### src/rtl/mac_term_sequencer.sv
// Feeds the product-sum MAC one (coefficient, x^i) pair per clock and drives its
// enable/valid/done controls; result_ready marks the cycle the MAC result is final.
module mac_term_sequencer #(
    parameter int N_TERMS = 3,
    parameter int ADDR_W  = 2
) (
    input  logic              clk,
    input  logic              reset,
    input  logic              coef_wr,
    input  logic [ADDR_W-1:0] coef_addr,
    input  logic [7:0]        coef_data,
    input  logic              start,
    input  logic [7:0]        x_in,
    output logic [7:0]        ai_out,
    output logic [7:0]        xi_out,
    output logic              valid_out,
    output logic              enable_out,
    output logic              done_out,
    output logic              busy,
    output logic              result_ready
);
    localparam int CNT_W  = ADDR_W + 1;
    localparam int DEPTH  = 2 ** ADDR_W;

    typedef enum logic [2:0] {
        ST_IDLE,
        ST_RUN,
        ST_FLUSH,
        ST_CLEAR,
        ST_REPORT
    } state_t;

    state_t      state_reg, state_next;
    logic [CNT_W-1:0] cnt_reg, cnt_next;
    logic [7:0]  x_reg, x_next;
    logic [7:0]  pow_reg, pow_next;
    logic [7:0]  ai_next, xi_next;
    logic        valid_next, enable_next, done_next, busy_next, ready_next;
    logic [7:0]  coef_reg [DEPTH];
    logic        wr_ok;
    logic [15:0] prod;

    assign wr_ok = coef_wr && (state_reg == ST_IDLE) &&
                   ({1'b0, coef_addr} < CNT_W'(N_TERMS));
    assign prod  = 16'(pow_reg) * 16'(x_reg);

    // Entries at or above N_TERMS are never written and stay zero.
    generate
        for (genvar gi = 0; gi < DEPTH; gi++) begin : g_coef
            always_ff @(posedge clk or negedge reset) begin
                if (!reset) begin
                    coef_reg[gi] <= 8'd0;
                end else if (wr_ok && (coef_addr == ADDR_W'(gi)) && (gi < N_TERMS)) begin
                    coef_reg[gi] <= coef_data;
                end
            end
        end
    endgenerate

    always_ff @(posedge clk or negedge reset) begin
        if (!reset) begin
            state_reg    <= ST_IDLE;
            cnt_reg      <= '0;
            x_reg        <= 8'd0;
            pow_reg      <= 8'd0;
            ai_out       <= 8'd0;
            xi_out       <= 8'd0;
            valid_out    <= 1'b0;
            enable_out   <= 1'b0;
            done_out     <= 1'b0;
            busy         <= 1'b0;
            result_ready <= 1'b0;
        end else begin
            state_reg    <= state_next;
            cnt_reg      <= cnt_next;
            x_reg        <= x_next;
            pow_reg      <= pow_next;
            ai_out       <= ai_next;
            xi_out       <= xi_next;
            valid_out    <= valid_next;
            enable_out   <= enable_next;
            done_out     <= done_next;
            busy         <= busy_next;
            result_ready <= ready_next;
        end
    end

    // Outputs are computed one cycle ahead so they appear registered in the
    // state they belong to. pow_reg always holds the power for the next term.
    always_comb begin
        state_next  = state_reg;
        cnt_next    = cnt_reg;
        x_next      = x_reg;
        pow_next    = pow_reg;
        ai_next     = 8'd0;
        xi_next     = 8'd0;
        valid_next  = 1'b0;
        enable_next = 1'b0;
        done_next   = 1'b0;
        busy_next   = 1'b1;
        ready_next  = 1'b0;
        case (state_reg)
            ST_IDLE: begin
                busy_next = 1'b0;
                if (start) begin
                    state_next  = ST_RUN;
                    x_next      = x_in;
                    pow_next    = x_in;
                    cnt_next    = CNT_W'(1);
                    // A same-cycle write to address 0 must reach term 0.
                    ai_next     = (wr_ok && coef_addr == '0) ? coef_data : coef_reg[0];
                    xi_next     = 8'd1;
                    valid_next  = 1'b1;
                    enable_next = 1'b1;
                    busy_next   = 1'b1;
                end
            end
            ST_RUN: begin
                enable_next = 1'b1;
                if (cnt_reg < CNT_W'(N_TERMS)) begin
                    ai_next    = coef_reg[cnt_reg[ADDR_W-1:0]];
                    xi_next    = pow_reg;
                    pow_next   = prod[7:0];
                    cnt_next   = cnt_reg + CNT_W'(1);
                    valid_next = 1'b1;
                end else begin
                    state_next = ST_FLUSH;
                end
            end
            ST_FLUSH: begin
                state_next  = ST_CLEAR;
                enable_next = 1'b1;
                done_next   = 1'b1;
            end
            ST_CLEAR: begin
                state_next = ST_REPORT;
                ready_next = 1'b1;
            end
            ST_REPORT: begin
                state_next = ST_IDLE;
                busy_next  = 1'b0;
            end
            default: begin
                state_next = ST_IDLE;
                busy_next  = 1'b0;
            end
        endcase
    end
endmodule

### config.mk
export PLATFORM = sky130hd
export DESIGN_NAME = mac_term_sequencer
export DESIGN_NICKNAME = d
export VERILOG_FILES = /design/src/rtl/mac_term_sequencer.sv
export SDC_FILE = /design/constraint.sdc
export NUM_CORES = 1
export LEC_CHECK = 0
export ABC_AREA = 1
export ABC_CLOCK_PERIOD_IN_PS = 5400
export CORE_MARGIN = 3
export CORE_UTILIZATION = 35
export CTS_CLUSTER_DIAMETER = 60
export DETAILED_ROUTE_END_ITERATION = 10
export PLACE_DENSITY = 0.65
export SKIP_CTS_REPAIR_TIMING = 1
export SYNTH_ARGS = -nofsm -noshare
export SYNTH_HDL_FRONTEND = slang
export SYNTH_SLANG_ARGS = --single-unit
### constraint.sdc
create_clock -name clk -period 5.4 [get_ports clk]
set_clock_uncertainty 0.1 [all_clocks]
set_input_delay 0.54 -clock clk [delete_from_list [all_inputs] [get_ports clk]]
set_output_delay 0.54 -clock clk [all_outputs]
set_load 0.03 [all_outputs]
==> results by group <==
Global route
  – Global-route wire length before repair: 14,700 um
  – Total GRT Usage: 15.7%
  – Sum of overflow across all layers after global routing: 0
  – Initial antenna violation count: 0
  – Largest net degree at the start of global routing: 68
  – Number of global-route vias before repair: 3,160

Routing
  – Post-route antenna net violation count: 0
  – Number of vias per cell after detailed routing: 4.66
  – Drt first-iter violations: 115
  – Router iterations before antenna repair: 4
  – Average wire per cell in the routed design: 13.3 um
  – Total routed wirelength: 8560 um
  – DRC errors left: 0
  – Via count: 3,001

Hold path
  – Kind of path behind the tightest hold check: input port to asynchronous set/reset pin

Synthesis
  – Warning count from the yosys run: 8
  – Portion of synthesized cell area occupied by the leading cell type: 44.2%
  – Sequential share of the synthesized area: 44.2%
  – Library cells used by synthesis: 32
  – Cell taking the most area after synthesis: sky130_fd_sc_hd__dfrtp_1
  – Number of enable flip-flop cells after synthesis: 0
  – Average footprint of a synthesized cell: 8.16 um^2
  – Post-synth ARST share: 100%
  – Primary FF master, synth: sky130_fd_sc_hd__dfrtp_1
  – Biggest area contributors in the synthesized netlist: sky130_fd_sc_hd__dfrtp_1 (44%), sky130_fd_sc_hd__nand2_1 (12%), sky130_fd_sc_hd__inv_1 (9.8%), sky130_fd_sc_hd__fa_1 (6.3%), sky130_fd_sc_hd__ha_1 (5.6%)
  – Synthesized netlist cell count: 465
  – Synth cell count leaders: sky130_fd_sc_hd__nand2_1 (117), sky130_fd_sc_hd__inv_1 (99), sky130_fd_sc_hd__dfrtp_1 (67)
  – Area of the mapped netlist: 3800 um^2
  – Post-synthesis net count: 516
  – FF+latch count, synth: 67
  – Most repeated cell in the gate-level netlist after synthesis: sky130_fd_sc_hd__nand2_1

Setup path
  – Setup crit end kind: flip-flop
  – Maximum fanout along the worst path: 9
  – Startpoint kind of the worst setup timing path: flip-flop
  – Cell breakdown of the critical path: nand2_1, fa_1, fa_1, inv_1, fa_1, inv_1, fa_1, inv_1, ha_1, nand2_1, nand2_1, nor2_1, inv_1, nand2_1, nand2_1, nand2_1, nand2_1, nand2_1, nand3_1, nand2_1, nand2_1
  – Worst path buffer plus inverter count: 4
  – Cell with the most instances on the worst path: sky130_fd_sc_hd__nand2_1
  – Required time worst endpoint: 5.54 ns
  – Family with the most delay on the worst path: adder cells
  – Category of the most critical setup path: flip-flop to flip-flop
  – Largest stage delay on the critical path: 0.55 ns
  – Max stage delay cell, worst path: sky130_fd_sc_hd__fa_1
  – Arrival time at the worst endpoint: 4.27 ns

Floorplan
  – Chip height: 110 um
  – Standard cell core area: 10,400 um^2
  – Effective utilization at floorplan: 36.4%
  – Overall die width: 110 um
  – Site Rows: 37
  – I/O Pins: 43
  – Die ar.: 12,100 um^2

Status
  – Status: finished, final reports clean

STA
  – Worst-Margin Slew: 1.00 ns
  – Number of pins exceeding their max-slew limit in the final report: 0
  – Max Freq: 242 MHz
  – Hold violation count in the final report: 0
  – Share of the cycle needed by the critical path after routing: 76.4%
  – Setup Viol. Count Final: 0
  – Final critical path time including I/O delays and setup: 4.13 ns
  – Relative max-transition margin: 32.9%
  – Setup repair after global routing missed its margin: false
  – Final TNS setup: 0 ns

Clocking
  – CTS tree: done
  – Number of CTS-inserted buffers: 9
  – Buffer levels on the longest clock path: 2
  – Post-CTS clock slew at the launch and capture registers of the worst setup and hold paths: 0.09 ns
  – Root Buffer: sky130_fd_sc_hd__clkbuf_8
  – H-tree lvl count: 3
  – Clock Sink Count: 67
  – Clock insertion delay at the later pin of the skew report: 0.35 ns

Job
  – Max Cap Violations: 0

Placed design
  – Placer's final routability congestion estimate: 0.887
  – Detailed placer's ending HPWL: 6070 um
  – Number of port buffers: 42

Layout
  – Antenna Diode Count: 0
  – Total area of multi-input combinational cells: 1660 um^2
  – Fraction of final layout cells sized beyond drive strength 1: 6.69%
  – Layout Area Growth over Synthesis: 19.7%
  – Total area of sequential cells: 1680 um^2
  – Flip-flop count of the largest register, all copies and words added: 24
  – FILL cells: 1,047
  – Number of nets in the finished design: 554
-- through the flow --
| stage | instances | instance area [um^2] | hold WS, ns | setup WS (ns) | util (%) |
|---|---|---|---|---|---|
| detailed placement | 628 | 4310 | 0.402 | 1.28 | 41.4 |
| global route | 644 | 4540 | 0.341 | 0.927 | 43.6 |
| floorplan | 465 | 3800 | 0.144 | 1.42 | - |
| finish | 644 | 4540 | 0.262 | 1.27 | 43.6 |
| CTS | 644 | 4540 | 0.303 | 1.25 | 43.6 |
| global placement | 628 | 4310 | 0.393 | 1.41 | 41.4 |
-- worst register-to-register path, stage by stage, from the launching register on --
cell                      delay (ns)
sky130_fd_sc_hd__dfrtp_1        0.50
sky130_fd_sc_hd__nand2_1        0.13
sky130_fd_sc_hd__fa_1           0.48
sky130_fd_sc_hd__fa_1           0.55
sky130_fd_sc_hd__inv_1          0.05
sky130_fd_sc_hd__fa_1           0.48
sky130_fd_sc_hd__inv_1          0.06
sky130_fd_sc_hd__fa_1           0.52
sky130_fd_sc_hd__inv_1          0.05
sky130_fd_sc_hd__ha_1           0.32
sky130_fd_sc_hd__nand2_1        0.07
sky130_fd_sc_hd__nand2_1        0.04
sky130_fd_sc_hd__nor2_1         0.13
sky130_fd_sc_hd__inv_1          0.05
sky130_fd_sc_hd__nand2_1        0.08
sky130_fd_sc_hd__nand2_1        0.05
sky130_fd_sc_hd__nand2_1        0.07
sky130_fd_sc_hd__nand2_1        0.06
sky130_fd_sc_hd__nand2_1        0.05
sky130_fd_sc_hd__nand3_1        0.07
sky130_fd_sc_hd__nand2_1        0.06
sky130_fd_sc_hd__nand2_1        0.04
-- per-layer routing --
metal,part of all wire [%],track usage (%)
met5,0,0
met4,0.96,4.75
met3,4.5,3.55
met2,51,27.6
met1,44,19.2
-- kinds of logic (layout without fill, tap and decap cells) --
kind of cell               Yosys count  after routing  share of synthesized area, %
muxes                                5              5                          1.48
xor gates and xnor gates             2              2                         0.462
adders and majority gates           29             29                          11.9
and+or+nand+nor                    173            173                          19.0
AOI/OAI and AO/OA                   70             70                          10.7
DFF                                 67             67                          44.2
buffers and inverters              119            162                          12.2
-- cells in the final DEF, fill, tap and decap left out, types with 2 or more instances in the layout --
cell | synthesis | layout
sky130_fd_sc_hd__a21oi_1 | 18 | 18
sky130_fd_sc_hd__a22oi_1 | 8 | 8
sky130_fd_sc_hd__a31oi_1 | 5 | 5
sky130_fd_sc_hd__bufinv_16 | 0 | 2
sky130_fd_sc_hd__clkbuf_8 | 0 | 9
sky130_fd_sc_hd__clkdlybuf4s50_1 | 0 | 41
sky130_fd_sc_hd__dfrtp_1 | 67 | 67
sky130_fd_sc_hd__fa_1 | 12 | 12
sky130_fd_sc_hd__ha_1 | 17 | 17
sky130_fd_sc_hd__inv_1 | 99 | 99
sky130_fd_sc_hd__inv_2 | 3 | 3
sky130_fd_sc_hd__inv_6 | 0 | 3
sky130_fd_sc_hd__mux2_2 | 5 | 5
sky130_fd_sc_hd__nand2_1 | 117 | 117
sky130_fd_sc_hd__nand2_4 | 2 | 2
sky130_fd_sc_hd__nand3_1 | 11 | 11
sky130_fd_sc_hd__nor2_1 | 37 | 37
sky130_fd_sc_hd__o211ai_1 | 2 | 2
sky130_fd_sc_hd__o21ai_0 | 14 | 14
sky130_fd_sc_hd__o21ai_1 | 12 | 12
sky130_fd_sc_hd__o22ai_1 | 8 | 8
sky130_fd_sc_hd__xnor2_1 | 2 | 2
-- final timing paths --
kind | start | to | slack (ns) | depth (start not counted)
max reg2reg | pow_reg[1] | pow_reg[7] | 1.27 | 21
min | reset | ai_out[5] | 0.26 | 2
min reg2reg | state_reg[0] | done_out | 0.42 | 1
min in group clk | state_reg[0] | done_out | 0.42 | 1
max in group asynchronous | reset | pow_reg[5] | 4.37 | 2
max | pow_reg[1] | pow_reg[7] | 1.27 | 21
-- layout make-up --
type | count | share of cell area, %
Multi-Input combinational cell | 279 | 36.5
Sequential cell | 67 | 36.9
Inverter | 103 | 8.51
Tap cell | 136 | 3.75
Timing Repair Buffer | 43 | 9.31
Clock inverter | 7 | 2.34
Clock buffer | 9 | 2.73
Power is left out: the tool's default activity adds up to more than one toggle a clock period on the data nets, which glitch-free logic cannot reach.
